### src/rtl/stream_demux_pkg.sv
// Shared definitions for the stream demultiplexer.
// Holds the packet-state encoding and a width helper used to size the
// internal lane tag.
package stream_demux_pkg;

    localparam logic [1:0] ST_IDLE  = 2'd0;
    localparam logic [1:0] ST_ROUTE = 2'd1;
    localparam logic [1:0] ST_DROP  = 2'd2;

    typedef enum logic [1:0] {
        S_IDLE  = ST_IDLE,
        S_ROUTE = ST_ROUTE,
        S_DROP  = ST_DROP
    } state_e;

    // Bits needed to hold a lane index 0..n-1 (never less than one bit).
    function automatic int clog2(input int n);
        int w;
        int p;
        w = 32'sd1;
        p = 32'sd2;
        while (p < n) begin
            p = p * 32'sd2;
            w = w + 32'sd1;
        end
        return w;
    endfunction

endpackage

### src/rtl/stream_demux_slice.sv
// Single-entry register slice carrying a data word, a last flag and a lane tag.
// Ports:
//   clk, rst          clock and synchronous active-high reset
//   in_valid/in_ready upstream handshake (ready = empty or draining)
//   in_data/in_last/in_ch  beat contents and destination tag
//   out_ready         ready of the lane the held beat is tagged for
//   full, drain       entry occupied / entry leaving at this edge
//   data, last, ch    registered beat contents
module stream_demux_slice
    import stream_demux_pkg::*;
#(
    parameter int WIDTH    = 8,
    parameter int CH_WIDTH = 2
) (
    input  logic                clk,
    input  logic                rst,
    input  logic                in_valid,
    output logic                in_ready,
    input  logic [WIDTH-1:0]    in_data,
    input  logic                in_last,
    input  logic [CH_WIDTH-1:0] in_ch,
    input  logic                out_ready,
    output logic                full,
    output logic                drain,
    output logic [WIDTH-1:0]    data,
    output logic                last,
    output logic [CH_WIDTH-1:0] ch
);

    logic                full_r;
    logic [WIDTH-1:0]    data_r;
    logic                last_r;
    logic [CH_WIDTH-1:0] ch_r;
    logic                drain_s;
    logic                load_s;

    // Accepting while draining keeps full throughput with no bubble.
    assign drain_s  = full_r && out_ready;
    assign in_ready = !full_r || drain_s;
    assign load_s   = in_valid && in_ready;

    assign full  = full_r;
    assign drain = drain_s;
    assign data  = data_r;
    assign last  = last_r;
    assign ch    = ch_r;

    // Slice storage: load on accepted beat, empty on drain without refill.
    always_ff @(posedge clk) begin
        if (rst) begin
            full_r <= 1'b0;
            data_r <= {WIDTH{1'b0}};
            last_r <= 1'b0;
            ch_r   <= {CH_WIDTH{1'b0}};
        end else if (load_s) begin
            full_r <= 1'b1;
            data_r <= in_data;
            last_r <= in_last;
            ch_r   <= in_ch;
        end else if (drain_s) begin
            full_r <= 1'b0;
        end else begin
            full_r <= full_r;
        end
    end

endmodule

### src/rtl/stream_demux.sv
// Routes one valid/ready/last stream to one of N_OUTPUTS lanes. The lane is
// taken from sel on a packet's first beat and held until its last beat.
// Packets addressed to a non-existent lane are swallowed and counted.
// Ports:
//   clk, rst              clock and synchronous active-high reset
//   sel                   destination lane, sampled on first beats only
//   s_tdata/s_tvalid/s_tlast/s_tready   input stream
//   m_tdata               registered word replicated on every lane
//   m_tvalid              one-hot (or zero) lane valid
//   m_tlast               registered last flag replicated on every lane
//   m_tready              per-lane ready
//   drop_count            saturating count of discarded packets
module stream_demux
    import stream_demux_pkg::*;
#(
    parameter int WIDTH     = 8,
    parameter int N_OUTPUTS = 3,
    parameter int SEL_WIDTH = 2,
    parameter int CNT_WIDTH = 32
) (
    input  logic                       clk,
    input  logic                       rst,
    input  logic [SEL_WIDTH-1:0]       sel,
    input  logic [WIDTH-1:0]           s_tdata,
    input  logic                       s_tvalid,
    input  logic                       s_tlast,
    output logic                       s_tready,
    output logic [N_OUTPUTS*WIDTH-1:0] m_tdata,
    output logic [N_OUTPUTS-1:0]       m_tvalid,
    output logic [N_OUTPUTS-1:0]       m_tlast,
    input  logic [N_OUTPUTS-1:0]       m_tready,
    output logic [CNT_WIDTH-1:0]       drop_count
);

    localparam int                 CH_W  = clog2(N_OUTPUTS);
    localparam logic [SEL_WIDTH:0] N_OUT = (SEL_WIDTH + 1)'(N_OUTPUTS);

    state_e                 st_r;
    state_e                 st_nxt_s;
    logic [SEL_WIDTH-1:0]   sel_q_r;
    logic [CNT_WIDTH-1:0]   cnt_r;
    logic                   sel_ok_s;
    logic [SEL_WIDTH-1:0]   lane_s;
    logic                   drop_beat_s;
    logic                   accept_s;
    logic                   cnt_inc_s;
    logic                   lane_ready_s;
    logic                   slice_in_ready_s;
    logic                   slice_full_s;
    logic                   slice_drain_s;
    logic [WIDTH-1:0]       slice_data_s;
    logic                   slice_last_s;
    logic [CH_W-1:0]        slice_ch_s;

    assign sel_ok_s = ({1'b0, sel} < N_OUT);

    // Effective lane and whether the current beat is being discarded.
    always_comb begin
        lane_s      = sel;
        drop_beat_s = 1'b0;
        case (st_r)
            S_IDLE: begin
                lane_s      = sel;
                drop_beat_s = !sel_ok_s;
            end
            S_ROUTE: begin
                lane_s      = sel_q_r;
                drop_beat_s = 1'b0;
            end
            S_DROP: begin
                lane_s      = sel_q_r;
                drop_beat_s = 1'b1;
            end
            default: begin
                lane_s      = sel_q_r;
                drop_beat_s = 1'b1;
            end
        endcase
    end

    // Discarded beats are always accepted; routed beats wait for the slice.
    assign s_tready = drop_beat_s ? 1'b1 : slice_in_ready_s;
    assign accept_s = s_tvalid && s_tready;

    // Ready of the lane the held beat is tagged for.
    always_comb begin
        lane_ready_s = 1'b0;
        for (int k = 0; k < N_OUTPUTS; k++) begin
            if (slice_ch_s == CH_W'(k)) begin
                lane_ready_s = m_tready[k];
            end else begin
                lane_ready_s = lane_ready_s;
            end
        end
    end

    stream_demux_slice #(
        .WIDTH    (WIDTH),
        .CH_WIDTH (CH_W)
    ) u_slice (
        .clk       (clk),
        .rst       (rst),
        .in_valid  (s_tvalid && !drop_beat_s),
        .in_ready  (slice_in_ready_s),
        .in_data   (s_tdata),
        .in_last   (s_tlast),
        .in_ch     (CH_W'(lane_s)),
        .out_ready (lane_ready_s),
        .full      (slice_full_s),
        .drain     (slice_drain_s),
        .data      (slice_data_s),
        .last      (slice_last_s),
        .ch        (slice_ch_s)
    );

    // Packet FSM next state; only accepted beats move it.
    always_comb begin
        st_nxt_s  = st_r;
        cnt_inc_s = 1'b0;
        if (accept_s) begin
            case (st_r)
                S_IDLE: begin
                    if (sel_ok_s) begin
                        st_nxt_s = s_tlast ? S_IDLE : S_ROUTE;
                    end else begin
                        cnt_inc_s = 1'b1;
                        st_nxt_s  = s_tlast ? S_IDLE : S_DROP;
                    end
                end
                S_ROUTE: st_nxt_s = s_tlast ? S_IDLE : S_ROUTE;
                S_DROP:  st_nxt_s = s_tlast ? S_IDLE : S_DROP;
                default: st_nxt_s = S_IDLE;
            endcase
        end else begin
            st_nxt_s = st_r;
        end
    end

    // Packet state, latched lane and saturating drop counter.
    always_ff @(posedge clk) begin
        if (rst) begin
            st_r    <= S_IDLE;
            sel_q_r <= {SEL_WIDTH{1'b0}};
            cnt_r   <= {CNT_WIDTH{1'b0}};
        end else begin
            st_r <= st_nxt_s;
            if (accept_s && (st_r == S_IDLE) && sel_ok_s && !s_tlast) begin
                sel_q_r <= sel;
            end
            if (cnt_inc_s && (cnt_r != {CNT_WIDTH{1'b1}})) begin
                cnt_r <= cnt_r + CNT_WIDTH'(1);
            end
        end
    end

    genvar g;
    generate
        for (g = 0; g < N_OUTPUTS; g++) begin : g_lane
            assign m_tvalid[g] = slice_full_s && (slice_ch_s == CH_W'(g));
        end
    endgenerate

    assign m_tdata    = {N_OUTPUTS{slice_data_s}};
    assign m_tlast    = {N_OUTPUTS{slice_last_s}};
    assign drop_count = cnt_r;

endmodule

### config.mk
export PLATFORM = sky130hd
export DESIGN_NAME = stream_demux
export DESIGN_NICKNAME = d
export VERILOG_FILES = /design/src/rtl/stream_demux_pkg.sv /design/src/rtl/stream_demux_slice.sv /design/src/rtl/stream_demux.sv
export SDC_FILE = /design/constraint.sdc
export NUM_CORES = 1
export LEC_CHECK = 0
export BUFFER_PORTS_ARGS = -buffer_cell sky130_fd_sc_hd__clkbuf_2
export CORE_MARGIN = 3
export CORE_UTILIZATION = 45
export DETAILED_ROUTE_END_ITERATION = 8
export PLACE_DENSITY_LB_ADDON = 0.25
export RECOVER_POWER = 50
export SYNTH_ARGS = -nofsm -noshare
export SYNTH_HDL_FRONTEND = slang
export SYNTH_SLANG_ARGS = --single-unit
### constraint.sdc
create_clock -name clk -period 6.1 [get_ports clk]
set_clock_uncertainty 0.15 [all_clocks]
set_input_delay 1.22 -clock clk [delete_from_list [all_inputs] [get_ports clk]]
set_output_delay 1.22 -clock clk [all_outputs]
set_load 0.005 [all_outputs]
==> results.md, run 1 <==
- After synthesis, flip-flops and latches occupy 38.95% of the total area.
- Gates resized during post-CTS repair numbered 0.
- Synthesis produced a netlist whose cell count is 284.
- For this design the ratio of total power to cell area is 206.0 nW/µm².
- In the synthesized netlist the async set-or-reset flop fraction comes to 0%.
- The number of buffers inserted by port buffering is 79.
- Once detail routing completed, the nets flagged for antenna violations numbered 0.
- The die width is 80.05 µm.
- After clock tree synthesis, the clock-pin slew on the worst setup and hold paths is 0.09 ns.
- For this run, the share of the core covered by cells in the final layout is 54.57%.
- The placer's final routability congestion estimate is 0.8560.
- The residual overflow from global routing is 0.
- The mean cell area of the mapped netlist is 8.688 µm².
- Entering global routing, the biggest net connects 54 pins.
- The DRC violation total after the first TritonRoute iteration is 70.
- Data on the critical path is required at its endpoint by 4.73 ns.
- Setup violations remaining at the end of the flow were counted as 0.
- The final critical-path setup slack is 2.748 ns.
- The critical path endpoint category is an output port.
- Of the cells placed in the final design, the portion with a size suffix greater than 1 is 24.63%.
- The number of optimization iterations in the first detailed-route pass is 4.
- For this block, the via count after detailed routing is 2214.
- STA classifies the critical path startpoint as a primary input.
- The total area inside the core boundary comes to 5205 µm².
- The setup path with the least slack is of type in2out.
- The clock latency on the worst-skew pair is 0.30 ns.
- The signed area change from the synthesized netlist to the final layout is 15.11%.
- The dominant cell type by count on the critical path is clkbuf_2.
- The quantity of hold-fixing buffers added after cts is 0.
- The time the worst path needs with I/O delays and setup is 3.352 ns.
- The maximum vdd ir drop is 0.00009503 V.
- The H-tree depth is 2.
- The completed layout was analyzed and its total power is 0.5851 mW.
- The initial antenna violation count was 0.
- The most common cell after layout, fill and taps aside is clkbuf_2.
- The via count of the first global-routing pass is 2033.
- The final routed DRC violation total is 0.
- The kind of path behind the tightest hold check is reg2reg.
- After synthesis the cells add up to 2467 µm².
- The first global-routing pass estimated 9135 µm of wire.
- The initialized floorplan defines 26 standard-cell rows.
- Pin placement for this block handled 80 I/O pins.
- For this run, the number of Yosys warnings is 0.
- The tool flagged a number of max-cap violations equal to 1.
- The slowest stage of the critical path belongs to the cell o211ai_1.
- The die outline area is 6407 µm².
- In this run, synthesis inferred 0 flip-flops with an integrated enable.
- Global routing consumed, over all layers together, 17.60% of the routing resources.
- The tree is rooted in a clkbuf_8.
- The die extent in y is 80.05 µm.
- Synthesis produced a netlist with a net count of 302.
- The TritonCTS clock tree is built.
- Setup repair after global routing left no endpoint under its margin.
- The leakage power is 1.122 nW.
- STA puts the critical path data arrival time at 1.98 ns.
- The most used flip-flop cell after synthesis is dfxtp_1.
- The worst setup timing slack at the placement stage is 2.612 ns.
- Walking the worst path, the cells encountered are clkbuf_2 > mux2i_1 > o211ai_1 > nand2b_1 > clkbuf_2.
- The CTS sink count is 48.
- The number of inserted filler cells in the final layout is 520.
- Leaving out fill and tap cells, the most frequent cells in the layout are clkbuf_2 (60), dfxtp_1 (48), nor2_1 (41).
- The maximum frequency from static timing analysis is 0.2983 GHz.
- The highest fanout seen on the critical path is 4.
- The post-detailed-routing wire length is 5410 µm.
- The worst max-slew margin expressed relative to the limit is -49.46%.
- The antenna cell count is 0.
- The ratio of routed vias to standard cells is 5.387.
- The highest cell delay on the worst timing path is 0.27 ns.
- The portion of the clock cycle consumed by the worst path in the final layout is 54.95%.
- The flow ran to the end, but the final reports show violations.
- The detailed placement HPWL is 3917 µm.
- Dividing the detail-routed wire length by the instance count gives 13.16 µm.
- The maximum count of clock buffers along a single path is 2.
- The number of setup buffers added after CTS is 0.
- The final reports fail on max-capacitance violations, max-slew violations.
- The final hold slack is 0.3546 ns.
- Clock tree synthesis inserted a total of 5 buffers.
- The layout net count is 358.
- The count of cell types in the netlist is 44.
- The max-slew violation total from the final report is 54.
- The final hold violation count is 0.
- The starting density of the core is 47.40%.
- For the pin with the worst max-slew slack, the measured transition is 2.242 ns.
- The synthesized design contains 48 register bits.
- The total negative setup slack is 0 ns.
cell type report:
cell class,instances,area (µm²),area share (%)
Clock buffer,6,82.58,2.907
Clock inverter,2,15.01,0.5286
Inverter,6,22.52,0.7930
Multi-Input combinational cell,199,1292,45.51
Sequential cell,48,960.9,33.83
Tap cell,70,87.58,3.084
Timing Repair Buffer,80,379.1,13.35
registers in the layout, summed over array words and instances, names as in the netlist:
| signal | count |
|---|---|
| u_slice.data | 8 |
| u_slice.last | 1 |
| sel_q_r | 2 |
| st_r | 2 |
| drop_count | 32 |
| u_slice.ch | 2 |
| u_slice.full | 1 |
critical path: cells and delay by family:
kind / cells / cell delay [ns]
AO/OA/AOI/OAI: 1 / 0.27
buffers and inverters: 2 / 0.22
multiplexers: 1 / 0.05
AND/OR/NAND/NOR: 1 / 0.22
stage by stage:
step | cell area (µm²) | std cells
2_1_floorplan | 2467 | 284
4_1_cts | 2864 | 411
6_report | 2840 | 411
5_1_grt | 2840 | 411
3_3_place_gp | 2766 | 403
3_5_place_dp | 2766 | 403
cells in the mapped netlist, types with 3 or more instances:
master / n / area [µm²]
inv_1: 6 / 22.52
buf_2: 3 / 15.01
buf_4: 19 / 142.6
o21ai_0: 5 / 25.02
nor2b_1: 5 / 31.28
nor4_1: 4 / 25.02
xnor2_1: 15 / 131.4
and4_1: 4 / 35.03
nand3_1: 11 / 55.05
clkbuf_1: 8 / 30.03
a211oi_1: 8 / 60.06
mux2_2: 6 / 67.56
nand2_1: 10 / 37.54
a21oi_1: 15 / 75.07
or3_1: 6 / 37.54
mux2i_1: 15 / 150.1
dfxtp_1: 48 / 960.9
nand4_1: 11 / 68.82
nor3_1: 8 / 40.04
nor2_1: 41 / 153.9
logic make-up (layout without fill, tap and decap cells):
kind of cell	Yosys count	count (layout)	share of synthesized area, %
buffers and inverters	37	94	8.671
adders and majority gates	1	1	0.5070
and+or+nand+nor	122	122	27.23
AOI/OAI and AO/OA	40	40	10.50
xor gates and xnor gates	15	15	5.325
muxes	21	21	8.823
DFF	48	48	38.95
power breakdown:
group | switching [mW] | internal [mW]
Clock | 0.109 | 0.0919
Combinational | 0.0284 | 0.0278
Sequential | 0.00755 | 0.321
Total | 0.144 | 0.441
per-layer routing:
| metal | track usage (%) | part of all wire [%] | up-vias |
|---|---|---|---|
| met3 | 3.950 | 6.3 | 4 |
| li1 | - | - | 1110 |
| met2 | 30.88 | 48 | 73 |
| met1 | 21.43 | 45 | 1027 |
| met4 | 4.899 | 0.85 | 0 |
| met5 | 0 | 0 | - |
worst paths after layout:
| kind | startpoint | end | slack (ns) | depth (start not counted) |
|---|---|---|---|---|
| worst max-delay path | m_tready[2] | s_tready | 2.75 | 5 |
| worst min-delay path | drop_count[23]$_SDFFE_PP0P_ | drop_count[23]$_SDFFE_PP0P_ | 0.35 | 1 |
| worst max register to register | drop_count[0]$_SDFFE_PP0P_ | drop_count[30]$_SDFFE_PP0P_ | 3.32 | 6 |
| worst min register to register | drop_count[23]$_SDFFE_PP0P_ | drop_count[23]$_SDFFE_PP0P_ | 0.35 | 1 |
(Power assumes the default switching activity.)
==> run 2, diff against run 1 <==
clock period = 2.91 ns   (was 6.1 ns; I/O delays follow)
==> run 2 against run 1 <==
  * The flow now finishes without violations
  * Sequential cell count unchanged
  * Register-to-register slack worse by 3.0 ns
  * Count of clock-buffer cells in the layout down 1
  * Total power up 120%
  * Via count up 1.2%
  * Critical endpoint is now drop_count[29]$_SDFFE_PP0P_
  * Largest power group unchanged
==> results.md, run 2 (synthesis gave the netlist of run 1 again) <==
- The run finished with clean final reports.
- The net count of the finished layout is 366.
- The die outline area is 6407 µm².
- After detailed routing, the average wire length per cell comes to 13.14 µm.
- Counting every sink on the clock net gives 48.
- For this run, the detailed router's first-pass iteration total came to 4.
- The routed layout has 2240 vias.
- The startpoint kind of the worst setup timing path is a flop.
- The number of max-cap violations is 0.
- The design draws 1.282 mW.
- At the end of routability-driven placement, the weighted congestion stood at 0.7833.
- The initial antenna violation count is 0.
- The count of endpoints failing setup in the final report is 0.
- The via count of the first global-routing pass is 2005.
- The final hold violation count came to 0.
- In this run the tightest slew margin relative to its limit is 7.261%.
- The detailed placement HPWL is 4077 µm.
- The count of nets left with antenna violations once routing finished came out at 0.
- Dividing the detail-routed via count by the number of cells gives 5.346.
- The number of buffers inserted by port buffering is 79.
- For this run, the slowest stage of the critical path takes 0.67 ns.
- The kind of path behind the tightest hold check is in2reg.
- The critical path is of the reg2reg type.
- At the later pin of the worst-skew pair, clock insertion delay measures 0.30 ns.
- Broken down by cell family, the worst path's largest delay share belongs to simple AND/OR/NAND/NOR gates.
- The H-tree depth is 2.
- The maximum count of clock buffers along a single path is 2.
- The maximum frequency from static timing analysis is 0.3813 GHz.
- The maximum number of pins on one net before global-route repair is 32.
- The critical path endpoint category is a flop.
- The highest fanout seen on the critical path is 9.
- The register with the most flip-flops in the layout has 32 of them.
- Subtracting the final worst setup slack from the clock period gives 2.622 ns.
- The portion of the clock cycle consumed by the worst path in the final layout is 90.12%.
- For this block, the initial DRC count from the detailed router was 53.
- Fill cells in the final layout number 532.
- The cell sitting at the root of the clock tree is a clkbuf_8.
- The antenna cell count is 0.
- The worst path meets setup with 0.2876 ns of slack.
- After floorplanning, the core was divided into 26 placement rows.
- Together, buffers and inverters on the worst path number 0.
- The TritonCTS clock tree is built.
- The final routed DRC violation total is 0.
- TritonCTS created 5 clock buffers.
- Buffers inserted to repair hold after CTS numbered 0.
- The signed area change from the synthesized netlist to the final layout is 17.55%.
- The quantity of gates resized following cts is 0.
- The worst-case IR drop observed on VDD is 0.0002508 V.
- The total routing resource utilization after global routing is 17.61%.
- The required time of the critical path is 2.97 ns.
- At the pin with the least slew margin, the transition time is 1.391 ns.
- Post-CTS timing repair inserted 0 buffers for setup.
- The die extent in y is 80.05 µm.
- The most common cell after layout, fill and taps aside is clkbuf_2.
- Clock-pin slew was measured on the worst setup and hold paths at 0.09 ns.
- In the layout the commonest cells are clkbuf_2 (55), dfxtp_1 (48), nor2_1 (41).
- The routed design has 5507 µm of wire.
- The leakage power is 1.148 nW.
- The max-slew violation total from the final report is 0.
- The fraction of layout cells with a size suffix above 1 is 24.36%.
- Traced cell by cell, the critical path runs through nand4_2 > or3_1 > or4b_1 > or4_1 > a21oi_1.
- The area of the core is 5205 µm².
- For the worst setup path, the data arrival time is 2.68 ns.
- The total negative setup slack is 0 ns.
- The slowest cell on the critical path is or4b_1.
- For this design the ratio of total power to cell area is 442.2 nW/µm².
- The first global-routing pass estimated 9239 µm of wire.
- The die width is 80.05 µm.
- Pin placement for this block handled 80 I/O pins.
- Setup repair after global routing left no endpoint under its margin.
- The worst setup timing slack at the placement stage is 0.2783 ns.
- For this configuration, the core starts out at a cell density of 47.40%.
- After global routing the overflow that remains totals 0.
- The utilization after layout is 55.72%.
-- run 2: final timing paths --
kind | startpoint | to | slack (ns) | cells after the start
setup / recovery | drop_count[6]$_SDFFE_PP0P_ | drop_count[29]$_SDFFE_PP0P_ | 0.29 | 5
hold / removal | s_tdata[6] | u_slice.data[6]$_SDFFE_PP0P_ | 0.36 | 3
setup reg to reg | drop_count[6]$_SDFFE_PP0P_ | drop_count[29]$_SDFFE_PP0P_ | 0.29 | 5
hold reg to reg | sel_q_r[0]$_SDFFE_PP0P_ | sel_q_r[0]$_SDFFE_PP0P_ | 0.36 | 2
-- run 2: area by class of cell --
type | count | area [µm²] | share of cell area [%]
multi-input cells | 199 | 1292 | 44.56
flip-flops and latches | 48 | 960.9 | 33.13
clock buffers | 5 | 68.82 | 2.373
repair buffers | 88 | 425.4 | 14.67
inverters | 6 | 22.52 | 0.7765
clock inverters | 3 | 42.54 | 1.467
well taps | 70 | 87.58 | 3.020
-- run 2: power breakdown --
part | switching [mW] | total, mW | internal, mW
Clock | 0.221 | 0.475 | 0.254
Sequential | 0.0155 | 0.688 | 0.673
Combinational | 0.0606 | 0.119 | 0.0583
-- run 2: stage by stage --
step                      area [µm²]  std cells  hold slack, ns
after floorplan                 2467        284          0.3093
after global placement          2826        411          0.3471
after detailed placement        2826        411          0.3558
after CTS                       2938        419          0.3543
after global routing            2900        419          0.3609
final                           2900        419          0.3614
-- run 2: tightest hold or removal path, delay by kind of cell --
family                 cells  cell delay [ns]
buffers and inverters      1             0.07
multiplexers               1             0.05
AND/OR/NAND/NOR            1             0.07
-- run 2: layer usage --
metal  routed length (µm)  vias to the layer above  GRT usage (%)  share of wire (%)
met5                    0                        -              0                  0
met4                   22                        0          5.068               0.40
met3                  413                        4          3.612                7.5
met2                 2570                       76          29.55                 47
met1                 2500                     1029          22.71                 45
li1                     -                     1131              -                  -
